`config.mk`:
```
export PLATFORM = sky130hd
export DESIGN_NAME = serial_frame_decoder_flat
export DESIGN_NICKNAME = d
export VERILOG_FILES = /design/src/rtl/serial_frame_decoder_pkg.sv /design/src/rtl/serial_frame_decoder_if.sv /design/src/rtl/serial_frame_buffer.sv /design/src/rtl/serial_frame_decoder.sv /design/src/flat_wrapper.sv
export SDC_FILE = /design/constraint.sdc
export NUM_CORES = 1
export LEC_CHECK = 0
export CORE_MARGIN = 5
export CORE_UTILIZATION = 50
export DETAILED_ROUTE_END_ITERATION = 16
export PLACE_DENSITY = 0.78
export REMOVE_ABC_BUFFERS = 1
export SYNTH_ARGS = -nofsm -noshare
export SYNTH_HDL_FRONTEND = slang
export SYNTH_HIERARCHICAL = 1
export SYNTH_SLANG_ARGS = --single-unit
```
`constraint.sdc`:
```
create_clock -name clk -period 3.8 [get_ports clk]
set_clock_uncertainty 0.1 [all_clocks]
set_input_delay 1.14 -clock clk [delete_from_list [all_inputs] [get_ports clk]]
set_output_delay 1.14 -clock clk [all_outputs]
set_load 0.005 [all_outputs]
```
`src/rtl/serial_frame_decoder_pkg.sv`:
```
// Shared constants, state encoding and error codes for the serial frame decoder.
// Imported by the interface, the buffer and the decoder top.
package serial_frame_pkg;

   localparam logic [7:0] SOF_BYTE   = 8'hFF;
   localparam logic [7:0] SPACE_BYTE = 8'h00;
   localparam logic [7:0] EOF_BYTE   = 8'hEE;

   typedef enum logic [2:0] {
      S_IDLE,
      S_SOF2,
      S_SPACE,
      S_LEN,
      S_PAYLOAD,
      S_EOF1,
      S_EOF2,
      S_HOLD
   } state_t;

   localparam logic [2:0] ERR_NONE    = 3'd0;
   localparam logic [2:0] ERR_BYTE    = 3'd1;
   localparam logic [2:0] ERR_SPACE   = 3'd2;
   localparam logic [2:0] ERR_LEN     = 3'd3;
   localparam logic [2:0] ERR_EOF     = 3'd4;
   localparam logic [2:0] ERR_TIMEOUT = 3'd5;
   localparam logic [2:0] ERR_OVERRUN = 3'd6;

endpackage

```
`src/rtl/serial_frame_decoder_if.sv`:
```
// Byte-in / frame-out bundle between UART receiver, decoder and executor.
// master = upstream/executor side, slave = decoder side.
interface serial_frame_decoder_if #(
   parameter int MAX_PAYLOAD = 16
);
   localparam int AW = $clog2(MAX_PAYLOAD);

   logic [7:0]    byte_data;
   logic          byte_valid;
   logic          byte_err;
   logic          frame_valid;
   logic          frame_ack;
   logic [7:0]    payload_len;
   logic [AW-1:0] rd_addr;
   logic [7:0]    rd_data;
   logic          frame_err;
   logic [2:0]    err_code;

   modport master (
      output byte_data, byte_valid, byte_err,
      output frame_ack, rd_addr,
      input  frame_valid, payload_len, rd_data,
      input  frame_err, err_code
   );

   modport slave (
      input  byte_data, byte_valid, byte_err,
      input  frame_ack, rd_addr,
      output frame_valid, payload_len, rd_data,
      output frame_err, err_code
   );

endinterface

```
`src/rtl/serial_frame_buffer.sv`:
```
// Payload store: DEPTH x 8 registers, synchronous write, combinational read.
// Contents are not reset; only bytes below payload_len are ever read.
module serial_frame_buffer #(
   parameter int DEPTH = 16,
   localparam int AW = $clog2(DEPTH)
) (
   input  logic          clk,
   input  logic          we,
   input  logic [AW-1:0] wr_addr,
   input  logic [7:0]    wr_data,
   input  logic [AW-1:0] rd_addr,
   output logic [7:0]    rd_data
);

   logic [7:0] mem [DEPTH];

   always_ff @(posedge clk) begin
      if (we) mem[wr_addr] <= wr_data;
   end

   assign rd_data = mem[rd_addr];

endmodule

```
`src/rtl/serial_frame_decoder.sv`:
```
// Parses FF FF 00 LEN payload EE EE frames and holds the payload for the executor.
// Define SERIAL_FRAME_TIMEOUT_EN to abort frames after TIMEOUT_TICKS idle clocks.
module serial_frame_decoder
   import serial_frame_pkg::*;
#(
   parameter int MAX_PAYLOAD   = 16,
   parameter int TIMEOUT_TICKS = 8680
) (
   input logic             clk,
   input logic             rst,
   serial_frame_decoder_if.slave bus
);

   localparam int AW = $clog2(MAX_PAYLOAD);

   state_t        state_q, state_d;
   logic [7:0]    len_q, len_d;
   logic [AW-1:0] idx_q, idx_d;
   logic          fv_q, fv_d;
   logic [7:0]    plen_q, plen_d;
   logic          err_q, err_d;
   logic [2:0]    code_q, code_d;
   logic          we;
   logic          in_frame;
   logic          tick_hit;

   assign in_frame = (state_q != S_IDLE) && (state_q != S_HOLD);

`ifdef SERIAL_FRAME_TIMEOUT_EN
   localparam int CW = $clog2(TIMEOUT_TICKS + 1);
   logic [CW-1:0] tick_q;

   assign tick_hit = in_frame && !bus.byte_valid &&
                     (tick_q == CW'(TIMEOUT_TICKS - 1));

   always_ff @(posedge clk) begin
      if (rst || !in_frame || bus.byte_valid || tick_hit)
         tick_q <= '0;
      else
         tick_q <= tick_q + CW'(1);
   end
`else
   assign tick_hit = 1'b0;
`endif

   always_ff @(posedge clk) begin
      if (rst) begin
         state_q <= S_IDLE;
         len_q   <= '0;
         idx_q   <= '0;
         fv_q    <= 1'b0;
         plen_q  <= '0;
         err_q   <= 1'b0;
         code_q  <= ERR_NONE;
      end else begin
         state_q <= state_d;
         len_q   <= len_d;
         idx_q   <= idx_d;
         fv_q    <= fv_d;
         plen_q  <= plen_d;
         err_q   <= err_d;
         code_q  <= code_d;
      end
   end

   always_comb begin
      state_d = state_q;
      len_d   = len_q;
      idx_d   = idx_q;
      fv_d    = fv_q;
      plen_d  = plen_q;
      err_d   = 1'b0;
      code_d  = ERR_NONE;
      we      = 1'b0;
      // Erroring byte is consumed; the next byte starts SOF search afresh
      if (bus.byte_valid && bus.byte_err && in_frame) begin
         err_d   = 1'b1;
         code_d  = ERR_BYTE;
         state_d = S_IDLE;
      end else if (bus.byte_valid) begin
         case (state_q)
            S_IDLE: begin
               if (!bus.byte_err && bus.byte_data == SOF_BYTE)
                  state_d = S_SOF2;
            end
            S_SOF2: begin
               state_d = (bus.byte_data == SOF_BYTE) ? S_SPACE : S_IDLE;
            end
            S_SPACE: begin
               if (bus.byte_data == SPACE_BYTE) begin
                  state_d = S_LEN;
               end else begin
                  err_d   = 1'b1;
                  code_d  = ERR_SPACE;
                  state_d = S_IDLE;
               end
            end
            S_LEN: begin
               if (bus.byte_data == 8'd0) begin
                  len_d   = '0;
                  state_d = S_EOF1;
               end else if (bus.byte_data <= 8'(MAX_PAYLOAD)) begin
                  len_d   = bus.byte_data;
                  idx_d   = '0;
                  state_d = S_PAYLOAD;
               end else begin
                  err_d   = 1'b1;
                  code_d  = ERR_LEN;
                  state_d = S_IDLE;
               end
            end
            S_PAYLOAD: begin
               we    = 1'b1;
               idx_d = idx_q + AW'(1);
               if (8'(idx_q) == len_q - 8'd1) state_d = S_EOF1;
            end
            S_EOF1, S_EOF2: begin
               if (bus.byte_data != EOF_BYTE) begin
                  err_d   = 1'b1;
                  code_d  = ERR_EOF;
                  state_d = S_IDLE;
               end else if (state_q == S_EOF1) begin
                  state_d = S_EOF2;
               end else begin
                  state_d = S_HOLD;
                  fv_d    = 1'b1;
                  plen_d  = len_q;
               end
            end
            S_HOLD: begin
               if (!(bus.frame_ack && fv_q)) begin
                  err_d  = 1'b1;
                  code_d = ERR_OVERRUN;
               end
            end
            default: state_d = S_IDLE;
         endcase
      end else if (tick_hit) begin
         err_d   = 1'b1;
         code_d  = ERR_TIMEOUT;
         state_d = S_IDLE;
      end
      // Ack beats a same-cycle byte in HOLD; that byte is dropped silently
      if (state_q == S_HOLD && bus.frame_ack && fv_q) begin
         fv_d    = 1'b0;
         state_d = S_IDLE;
      end
   end

   serial_frame_buffer #(.DEPTH(MAX_PAYLOAD)) u_buf (
      .clk     (clk),
      .we      (we),
      .wr_addr (idx_q),
      .wr_data (bus.byte_data),
      .rd_addr (bus.rd_addr),
      .rd_data (bus.rd_data)
   );

   assign bus.frame_valid = fv_q;
   assign bus.payload_len = plen_q;
   assign bus.frame_err   = err_q;
   assign bus.err_code    = code_q;

endmodule

```
`src/flat_wrapper.sv`:
```
// flat-port wrapper written by rule: the top's interface ports become plain ports
module serial_frame_decoder_flat import serial_frame_pkg::*;
#(
   parameter int MAX_PAYLOAD   = 16,
   parameter int TIMEOUT_TICKS = 8680
)
  (clk, rst, bus_byte_data, bus_byte_valid, bus_byte_err, bus_frame_ack, bus_rd_addr, bus_frame_valid, bus_payload_len, bus_rd_data, bus_frame_err, bus_err_code);
  serial_frame_decoder_if #(.MAX_PAYLOAD(MAX_PAYLOAD)) bus_i ();
  input logic clk;
  input logic rst;
  input wire logic [$bits(bus_i.byte_data)-1:0] bus_byte_data;
  input wire logic [$bits(bus_i.byte_valid)-1:0] bus_byte_valid;
  input wire logic [$bits(bus_i.byte_err)-1:0] bus_byte_err;
  input wire logic [$bits(bus_i.frame_ack)-1:0] bus_frame_ack;
  input wire logic [$bits(bus_i.rd_addr)-1:0] bus_rd_addr;
  output wire logic [$bits(bus_i.frame_valid)-1:0] bus_frame_valid;
  output wire logic [$bits(bus_i.payload_len)-1:0] bus_payload_len;
  output wire logic [$bits(bus_i.rd_data)-1:0] bus_rd_data;
  output wire logic [$bits(bus_i.frame_err)-1:0] bus_frame_err;
  output wire logic [$bits(bus_i.err_code)-1:0] bus_err_code;
  assign bus_i.byte_data = bus_byte_data;
  assign bus_i.byte_valid = bus_byte_valid;
  assign bus_i.byte_err = bus_byte_err;
  assign bus_i.frame_ack = bus_frame_ack;
  assign bus_i.rd_addr = bus_rd_addr;
  assign bus_frame_valid = bus_i.frame_valid;
  assign bus_payload_len = bus_i.payload_len;
  assign bus_rd_data = bus_i.rd_data;
  assign bus_frame_err = bus_i.frame_err;
  assign bus_err_code = bus_i.err_code;
  serial_frame_decoder #(.MAX_PAYLOAD(MAX_PAYLOAD), .TIMEOUT_TICKS(TIMEOUT_TICKS)) u_core (.clk(clk), .rst(rst), .bus(bus_i));
endmodule
```
Yosys cells after proc, flatten, opt, wreduce, memory -nomap -nowiden
Memory sizes are Yosys's and may differ from the RTL's. Cells that the tools add are included.

Bits in latches: 0. Bits in writable memories: 128. ROM bits: 0. Memories kept: 1. Bits in registers: 28. Output and inout bits: 21. Input port bits: 17.

Memories: u_core.u_buf.mem (depth 16, bits a word 8, read ports 1, clocked after memory_dff 0, write ports 1, line serial_frame_buffer.sv:15) `logic [7:0] mem [DEPTH];`.

Divide/modulo/power cells: 0. Shift-type cells: 0. Multiply operators: 0. Muxes and demuxes: 35. Bitwise logic cells: 4. $add $sub $neg: 2. $lt $le $gt $ge: 1. Eq/ne operators: 15. Reduce and logical (&&, ||, !) cells: 22.

Operator list (count): two-way mux 3 bit (8); case mux 3 bit (6 select lines) (1); two-way mux 8 bit (2); two-way mux 1 bit (15); equality test 3 bit (second input constant) (4); case mux 3 bit (4 select lines) (1); AND reduction 5 bit (2); equality test 4 x 8 -> 1 bit (1); equality test 8 bit (second input constant) (1); less-or-equal comparator 8 x 5 -> 1 bit (second input constant) (1); zero test 8 bit (1); two-way mux 2 bit (4); two-way mux 4 bit (2); != test 8 bit (second input constant) (1); case mux 4 bit (2 select lines) (1); AND reduction 4 bit (2); subtractor 8 x 1 -> 8 bit (second input constant) (1); logical AND 1 bit (7); equality test 3 x 2 -> 1 bit (second input constant) (2); != test 2 x 1 -> 1 bit (second input constant) (3); nonzero test 6 bit (1); OR reduction 3 bit (2); adder 4 x 1 -> 4 bit (second input constant) (1); inverter 1 bit (4); other kinds (9) (11).

Logic depth before layout (Yosys ltp)
Depth after elaboration: 6. Mapped depth: 7.

Hierarchy
Netlist, hierarchy kept.

By module, submodules not included: serial_frame_buffer (cells each 221, area each 4987.3 um2, seq. area each 3843.7 um2, times used 1); serial_frame_decoder (cells each 179, area each 1496.4 um2, seq. area each 560.5 um2, times used 1).

Worst setup path before layout
Ideal clock, no wire load.

Path type: input to output. From: input port bus_rd_addr[0]. To: output port bus_rd_data[4]. Arrival time: 2.187 ns. Stages: 5. Buffers on the path: 2. Path slack: 0.373 ns. Required time: 2.560 ns. Cells stage by stage: buf_6 buf_6 mux4_1 a22oi_1 nand2_1.

Word-level cells in the longest chain between the ends: 1.

RTL lines: start: declaration (line flat_wrapper.sv:15) `input wire logic [$bits(bus_i.rd_addr)-1:0] bus_rd_addr;`; memory (16 x 8 bit); end: declaration (line flat_wrapper.sv:18) `output wire logic [$bits(bus_i.rd_data)-1:0] bus_rd_data;`.

No other way between the ends.

Final worst setup path
Same ends and word-level chain as after synthesis.

==> results.md <==
Flow run:
- Across the run, the number of max-cap violations was 0.

Placed design:
- Routability-driven placement finished with a final weighted congestion of 0.881.
- The HPWL after detailed placement is 9620 µm.
- The minimum setup slack after placement is -0.529 ns.
- Once placement finished, the instance area stood at 7290 µm².
- The number of I/O port buffers is 37.

Timing:
- The count of final setup violators is 0.
- The peak clock frequency supported by timing is 266 MHz.
- The final-report hold violation count is 0.
- The final setup TNS is 0 ns.
- The setup slack of the critical path after layout is 0.0367 ns.
- Setup repair after global routing could not meet its margin everywhere.
- The post-route clock period utilization is 0.990.
- At the pin with the least slew margin, the transition time is 0.611 ns.
- The tightest slew margin relative to the limit is 0.589.
- The clock period minus final worst setup slack is 3.76 ns.
- The number of max-slew violations in the final report was 0.

Setup path:
- On the critical path, the stage with the largest delay is an instance of mux4_1.
- Data on the critical path arrives at its endpoint at 2.52 ns.
- For this run, the slowest stage of the critical path takes 0.62 ns.
- The setup path with the least slack is of type in2out.
- Broken down by cell family, the worst path's largest delay share belongs to multiplexers.
- The critical path goes through buf_12, buf_12, mux4_1, a22oi_2, nand2_1, dlygate4sd2_1.
- The sort of element at the start of the critical path is a primary input.
- Together, buffers and inverters on the worst path number 3.
- The cell repeated most along the worst path is buf_12.
- The required time of the critical path is 2.56 ns.
- The worst setup path is captured at an output port.
- Of all nets on the critical path, the largest fanout is 6.

Finish:
- The cell area after layout is 8150 µm².
- The core occupancy in the finished layout is 0.643.
- The proportion of layout cells with a drive suffix above 1 is 0.266.
- The layout overhead on the synthesized area is 25.7%.
- 0 antenna diodes ended up in the layout.
- The net total in the final layout is 509.

Clocking:
- The CTS sink count is 156.
- TritonCTS created 17 clock buffers.
- For the worst-skew pair, the clock arrives at the later sink with an insertion delay of 0.41 ns.
- TritonCTS built the clock tree.
- The clock transition at the registers of the reported paths is 0.06 ns.
- For this design, the CTS-stage hold fixing added 0 buffers.
- The cell at the root of the clock tree is clkbuf_16.
- The number of buffers between clock root and the deepest sink is 2.
- The maximum level of the CTS H-tree is 4.

Global routing:
- The residual overflow from global routing is 0.
- In the global route stage, overall resource usage came out at 0.215.
- The number of global-route vias before repair is 3995.
- The global-route wire length before repair is 23300 µm.
- The initial antenna violation count is 0.
- The largest net degree at the start of global routing is 25.

Floorplanning:
- The site row count is 41.
- For this configuration, the core starts out at a cell density of 0.512.
- For this design the top-level I/O count stands at 38.
- In this run the standard cell core region covers 12700 µm².
- The floorplan die height is 124 µm.
- The die is 124 µm wide.
- The area of the die is 15300 µm².

Synth:
- Of all cell types, the one taking the most synthesized area is edfxtp_1.
- The area share of the largest cell type after synthesis is 0.593.
- The number of enable flip-flop cells after synthesis is 128.
- Counting flops with an async set or reset pin after synthesis yields a share of 0.
- The average instance area after synthesis is 16.2 µm².
- By area the synthesized netlist is led by edfxtp_1 (59%), dfxtp_1 (8.6%), mux4_2 (6.3%), mux4_1 (5.7%), nor2_1 (2.6%).
- Counting flops and latches in the post-synthesis netlist gives 156.
- The number of distinct standard cells referenced by the synthesized netlist is 52.
- The Yosys step of the flow raised 6 warnings.
- The post-synthesis instance total is 400.
- The share of the Yosys chip area taken by registers is 0.679.
- Among all flip-flop cells after synthesis, the most frequent one is edfxtp_1.
- The area of the mapped netlist is 6480 µm².

Routing:
- The first TritonRoute pass finished after 5 iterations.
- The via density per instance is 5.87.
- The first routing iteration left 315 violations.
- In this run the remaining antenna-violating nets after routing total 0.
- The routed layout has 3962 vias.
- The post-route DRC violation count is 0.
- The wire length per cell after detailed routing is 22.7 µm.
- The aggregate routed wire length is 15300 µm.

Pwr:
- Dividing total power by cell area gives a power density of 475 nW/µm².
- The maximum vdd drop is 308 µV.
- The leakage component of the power is 2.73 nW.
- The sum of internal, switching and leakage power is 3.87 mW.

Min path:
- The worst hold-check path type is reg2reg.

Status:
- The flow ran to the end, and the final reports show no timing, DRC or antenna violations.
[logic make-up (layout without fill, tap and decap cells)]
group / after synthesis / after routing / share of synthesized area
AND/OR/NAND/NOR: 116 / 116 / 0.0878
multiplexers: 44 / 44 / 0.138
adder cells (fa/ha/maj): 4 / 4 / 0.00695
AO/OA/AOI/OAI: 50 / 50 / 0.0585
buffers and inverters: 24 / 127 / 0.0216
XOR/XNOR: 6 / 6 / 0.00810
flip-flops: 156 / 156 / 0.679
[cell usage in the layout (no fill, tap or decap), types with 7 or more instances in the layout]
master / instances
edfxtp_1: 128
nor2_1: 44
buf_4: 42
dfxtp_1: 28
clkdlybuf4s50_1: 25
mux4_2: 25
nand2_1: 18
clkbuf_16: 17
mux2i_1: 12
a22oi_2: 12
nor3_1: 11
a21oi_1: 9
nand3_1: 7
o21ai_0: 7
mux4_1: 7
[registers in the layout, indices dropped and copies added, names as in the netlist]
| signal | count |
|---|---|
| u_core/u_buf/mem | 128 |
| u_core/bus.payload_len | 8 |
| u_core/len_q | 8 |
| u_core/idx_q | 4 |
| u_core/bus.err_code | 3 |
| u_core/state_q | 3 |
| u_core/bus.frame_err | 1 |
| u_core/bus.frame_valid | 1 |
[power by group]
| group | switching [mW] | internal, mW | leakage [nW] | total [mW] |
|---|---|---|---|---|
| Clock | 0.654 | 1.16 | 0.313 | 1.82 |
| Combinational | 0.101 | 0.102 | 1.04 | 0.204 |
| Sequential | 0.000128 | 1.85 | 1.38 | 1.85 |
| Total | 0.755 | 3.11 | 2.73 | 3.87 |
[layer usage]
layer  wire length, µm  global-route usage  vias to the layer above
met4               389              0.0907                        0
met1              6050               0.269                     1974
met3              1250              0.0618                       35
li1                  -                   -                     1766
met5                 0                   0                        -
met2              7650               0.350                      187
[metrics by stage]
step / hold WS (ns) / std cells
floorplan: 0.362 / 382
global placement: 0.379 / 629
detailed placement: 0.380 / 629
CTS: 0.395 / 671
global route: 0.424 / 675
finish: 0.392 / 675
[area by class of cell]
cell class,instances,area [µm²]
fill,920,4520
sequential,156,4400
multi-input combinational,220,1980
timing repair buffer,89,881
clock buffer,17,425
clock inverter,15,219
tap,172,215
inverter,6,22.5
[cells in the mapped netlist, types with 2 or more instances]
cell type        count
edfxtp_1           128
nor2_1              45
dfxtp_1             28
a22oi_1             18
mux4_2              18
nand2_1             18
mux4_1              14
mux2i_1             12
nor3_1              11
a21oi_1              9
clkbuf_1             7
nand3_1              7
o21ai_0              7
inv_1                6
nand2b_1             6
xnor2_1              5
buf_2                4
buf_6                3
clkdlybuf4s25_2      3
nand3b_1             3
nor2b_1              3
nor3b_1              3
nor4_1               3
o31ai_1              3
or3_1                3
and3_1               2
ha_1                 2
maj3_1               2
nand4_1              2
or3b_2               2
or4_1                2
[repair_timing]
item / in CTS / in global routing
gates resized for setup: 38 / 13
pin swaps: 6 / 7
cloned: 3 / 0
setup endpoints to repair: 8 / 5
buffers inserted: 7 / 4
[final timing paths]
| check | start | to | slack (ns) | cells after the start |
|---|---|---|---|---|
| hold / removal | u_core/bus.payload_len[4]$_SDFFE_PP0P_ | u_core/bus.payload_len[4]$_SDFFE_PP0P_ | 0.39 | 2 |
| setup reg to reg | u_core/state_q[2]$_SDFFE_PP0P_ | u_core/u_buf/mem[0][7]$_DFFE_PP_ | 1.05 | 5 |
| hold reg to reg | u_core/bus.payload_len[4]$_SDFFE_PP0P_ | u_core/bus.payload_len[4]$_SDFFE_PP0P_ | 0.39 | 2 |
| setup / recovery | bus_rd_addr[0] | bus_rd_data[4] | 0.04 | 6 |
[worst register-to-register path, delay by kind of cell (launching register included)]
| kind | cells | cell delay [ns] |
|---|---|---|
| flops | 1 | 0.65 |
| simple gates | 4 | 1.43 |
| buf+inv | 1 | 0.26 |
No activity file was read; power rests on OpenSTA's default activity.
==> edit 1, RTL diff (config.mk and constraints unchanged) <==
`MAX_PAYLOAD` is set to 16 in 3 places; all go to 8.
--- a/src/rtl/serial_frame_decoder_if.sv
+++ b/src/rtl/serial_frame_decoder_if.sv
@@ -1,7 +1,7 @@
 // Byte-in / frame-out bundle between UART receiver, decoder and executor.
 // master = upstream/executor side, slave = decoder side.
 interface serial_frame_decoder_if #(
-   parameter int MAX_PAYLOAD = 16
+   parameter int MAX_PAYLOAD = 8
 );
    localparam int AW = $clog2(MAX_PAYLOAD);
 
--- a/src/rtl/serial_frame_decoder.sv
+++ b/src/rtl/serial_frame_decoder.sv
@@ -3,7 +3,7 @@
 module serial_frame_decoder
    import serial_frame_pkg::*;
 #(
-   parameter int MAX_PAYLOAD   = 16,
+   parameter int MAX_PAYLOAD   = 8,
    parameter int TIMEOUT_TICKS = 8680
 ) (
    input logic             clk,
--- a/src/flat_wrapper.sv
+++ b/src/flat_wrapper.sv
@@ -1,7 +1,7 @@
 // flat-port wrapper written by rule: the top's interface ports become plain ports
 module serial_frame_decoder_flat import serial_frame_pkg::*;
 #(
-   parameter int MAX_PAYLOAD   = 16,
+   parameter int MAX_PAYLOAD   = 8,
    parameter int TIMEOUT_TICKS = 8680
 )
   (clk, rst, bus_byte_data, bus_byte_valid, bus_byte_err, bus_frame_ack, bus_rd_addr, bus_frame_valid, bus_payload_len, bus_rd_data, bus_frame_err, bus_err_code);
Interface: changed (resized bus_rd_addr); port bits go from 38 to 37. No check against the original RTL was run, so the function may have changed too.
==> edit 1 against the unedited design <==
Total power fell by 54%; area after synthesis fell by 39%; register-to-register slack improved by 0.44 ns; sequential cell count fell by 65; wire length fell by 44%; fmax rose by 0.70%; via count fell by 37%; worst setup slack improved by 0.026 ns; sequential power fell by 42%; clock power fell by 68%; cell area fell by 42%.
==> edit 1: results (changes against the unedited design) <==
- Via count: 2503 (-37%)
- Cell count after synthesis: 269 (-33%)
- Post-CTS Setup Repair Bufs: 1 (-6)
- First-pass GRT wire length: 13.60 mm (-42%)
- Area contributors post-synth: edfxtp_1, dfxtp_1, mux4_1
- Crit path DAT: 2.50 ns (-0.02 ns)
- Max IR drop VDD: 0.0002288 V (-26%)
- Nonclk buf count: 56 (-37%)
- Dpl cells: 412 (-34%)
- Number of enable flip-flop cells after synthesis: 64 (-50%)
- Multi-In Gates: 160 (-27%)
- Slowest stage delay, CP: 0.30 ns (-0.32 ns)
- Metal2 WL: 4.461 mm (-42%)
- Status: completed
- Rel. slew slack: 61.21% (+2.3 points)
- Leakage: 1.675 nW (-39%)
- Power Density: 375.9 nW/um^2 (-21%)
- Met2 usage: 30.63% (-4.4 points)
- Post-Syn Area: 3949 sq um (-39%)
- Tot GR Track Use: 18.26% (-3.2 points)
- Buffering overhead: 12.15% (+1.3 points)
- GR Util met3: 3.892% (-2.3 points)
- Post-DR wirelength/cell: 19.83 microns (-13%)
- Mux cell area share after synthesis: 14.86% (+1.1 points)
- Clk root buf: clkbuf_8
## edit 1: cell count changes in the layout (fill, tap and decap cells not counted), sizes merged, moves of 10 or more
cell | unedited run | this run
mux4 | 32 | 16
buf | 54 | 20
a22oi | 18 | 0
nor2 | 45 | 21
edfxtp | 128 | 64
clkbuf | 19 | 9
## edit 1: path summary, 6_finish.rpt
kind	start	to	slack, ns	cells after the start
worst max-delay path	bus_rd_addr[2]	bus_rd_data[6]	0.06	5
worst min-delay path	u_core/len_q[5]	u_core/len_q[5]	0.39	1
worst max register to register	u_core/state_q[0]	u_core/u_buf/mem[4][7]	1.49	6
worst min register to register	u_core/len_q[5]	u_core/len_q[5]	0.39	1
## edit 1: worst max-delay path: cells and delay by family
family | cells | cell delay, ns
multiplexers | 2 | 0.58
buffers and inverters | 3 | 0.77
==> edit 2, RTL diff (same settings) <==
Without the edit above. Encoding of `state_t`: now one-hot (8 bits for 8 states).
--- a/src/rtl/serial_frame_decoder_pkg.sv
+++ b/src/rtl/serial_frame_decoder_pkg.sv
@@ -6,15 +6,15 @@
    localparam logic [7:0] SPACE_BYTE = 8'h00;
    localparam logic [7:0] EOF_BYTE   = 8'hEE;
 
-   typedef enum logic [2:0] {
-      S_IDLE,
-      S_SOF2,
-      S_SPACE,
-      S_LEN,
-      S_PAYLOAD,
-      S_EOF1,
-      S_EOF2,
-      S_HOLD
+   typedef enum logic [7:0] {
+      S_IDLE    = 8'b00000001,
+      S_SOF2    = 8'b00000010,
+      S_SPACE   = 8'b00000100,
+      S_LEN     = 8'b00001000,
+      S_PAYLOAD = 8'b00010000,
+      S_EOF1    = 8'b00100000,
+      S_EOF2    = 8'b01000000,
+      S_HOLD    = 8'b10000000
    } state_t;
 
    localparam logic [2:0] ERR_NONE    = 3'd0;
Formal check against the unedited RTL: same outputs for any inputs over 4 cycles, from zero or initial values and one cycle with rst high; so few cycles prove little.
==> edit 2 against the unedited design <==
First-iteration DRC count grew 8.3%; area after synthesis grew 3.4%; global-route usage shrank 0.93 points; cell area grew 3.0%; count of clock-buffer cells in the layout grew 3; sequential cell count grew 5; synthesized cell count grew 5.8%; worst setup slack lost 0.0071 ns; core utilization shrank 0.67 points; wire length grew 0.67%.
Power is not compared: it rests on default switching activity, and its combinational part moved more than twofold at a synthesized area within 25%.
==> edit 2: results (changes against the unedited design) <==
- Via density: 5.927 (+0.98%)
- 1st-iter DRT viols: 341 (+8.3%)
- Status: completed
- Leakage: 2.857 nW
- Synth cell types: 51 (-1.9%)
- Post-DR wirelength/cell: 22.02 microns (-3.1%)
- Final cell count without fillers: 701 (+3.9%)
- Dpl cells: 659 (+4.8%)
- Crit path DAT: 2.53 ns (about the same)
- Clock H-tree levels: 4 (unchanged)
- Area contributors post-synth: edfxtp_1, dfxtp_1, mux4_2
- Tot GR Track Use: 20.54% (-0.93 points)
- Cell count after synthesis: 423 (+5.8%)
- Maximum fanout along the worst path: 4 (-2)
- # rows: 42 (+2.4%)
- Final nets: 532 (+4.5%)
- Final setup viols: 0 (unchanged)
- HP Start: u_core/bus.payload_len[0]
- WHS Endpoint: u_core/bus.payload_len[0]
- Worst flop-to-flop path startpoint: u_core/state_q[5]
- Max IR drop VDD: 0.0003507 V
- Setup slack, reg-to-reg: 0.73 ns (-0.32 ns)
- Hold path cells: 2 (unchanged)
- Cell family with most CP delay: buffers and inverters
- Crit path max-delay cell type: mux4_2
- Slowest stage delay, CP: 0.51 ns (-0.11 ns)
- Reg2reg end: u_core/u_buf/mem[0][2]
- Vias in the first global route: 4177 (+4.6%)
- Clk root buf: clkbuf_16
- DP HPWL: 9.652 mm (+0.36%)
- Top cells by count, synth: edfxtp_1, nor2_1, dfxtp_1
- Largest net degree at the start of global routing: 21 (-16%)
- Reg2Reg Depth: 7 (+2)
- CTS Buf Count: 17 (unchanged)
- Sequential share of the synthesized area: 67.16% (-0.76 points)
- Layout cells sized above 1: 26.86% (+0.22 points)
- First-pass GRT wire length: 24.15 mm (+3.7%)
- Worst slew pin tran: 0.5401 ns (-0.07093 ns)
- Final GP Congestion: 0.8378 (-4.9%)
## edit 2: cell count changes after synthesis, moves of 3 or more
cell	before	now
dfxtp_1	28	33
mux2i_1	12	17
nand4_1	2	7
a211oi_1	1	5
and2_1	1	5
clkbuf_1	7	3
inv_1	6	10
nor3_1	11	15
nand3_1	7	4
o211ai_1	0	3
o31ai_1	3	0
## edit 2: power by group
group | internal (W) | leakage, nW | switching (W)
clock | 0.00117 | 0.307 | 0.000670
combinational | 0.000197 | 1.13 | 0.000221
sequential | 0.00192 | 1.42 | 0.0000229
## edit 2: cell type report
class	instances	area [sq um]
well taps	176	220.2
fillers	951	4795
multi-input cells	236	2096
repair buffers	87	897.1
flip-flops and latches	161	4504
inverters	10	37.54
clock inverters	11	203.9
clock buffers	20	436.7
## edit 2: timing repair
item,CTS,global route
buffers inserted,7,1
cloned,3,0
pin swaps,15,7
setup endpoints to repair,8,7
resized for setup,63,11
## edit 2: worst max-delay path by stage
stage	from	slack, ns	end
after floorplan	bus_byte_valid	0.61	u_core/u_buf/mem[0][0]
after global placement	bus_rd_addr[1]	-0.49	bus_rd_data[1]
after detailed placement	bus_rd_addr[1]	-0.50	bus_rd_data[1]
after CTS	bus_rd_addr[0]	-0.02	bus_rd_data[5]
after global routing	bus_rd_addr[0]	0.0002	bus_rd_data[3]
final	bus_rd_addr[0]	0.03	bus_rd_data[7]
## edit 2: metal layers
layer  GRT usage, %  share of wire [%]  up-vias
li1               -                  -     1841
met1          26.12                 39     2123
met2          34.36                 51      165
met3          5.207                7.2       26
met4          7.634                2.1        0
met5              0                  0        -
## edit 2: worst register-to-register path, stage by stage, from the launching register on
cell,delay [ns]
dfxtp_1,0.37
nor3_1,0.48
nand4_1,0.32
a31o_2,0.38
nor2_1,0.22
or3b_2,0.52
nor3_1,0.15
buf_4,0.23
## edit 2: per-stage QoR
step | setup slack [ns] | hold WS [ns] | area, sq um
2_1_floorplan | 0.6077 | 0.3470 | 6588
3_3_place_gp | -0.4890 | 0.3779 | 7516
3_5_place_dp | -0.5028 | 0.3877 | 7516
4_1_cts | -0.01696 | 0.3979 | 8362
5_1_grt | 0.0002336 | 0.4157 | 8396
6_report | 0.02960 | 0.3899 | 8396
## edit 2: logic make-up after synthesis
group | synth area share [%]
flops | 67.16
buf+inv | 2.332
simple gates | 9.739
fa+ha+maj | 0.3731
compound gates | 5.149
xor+xnor | 1.175
mux | 14.07
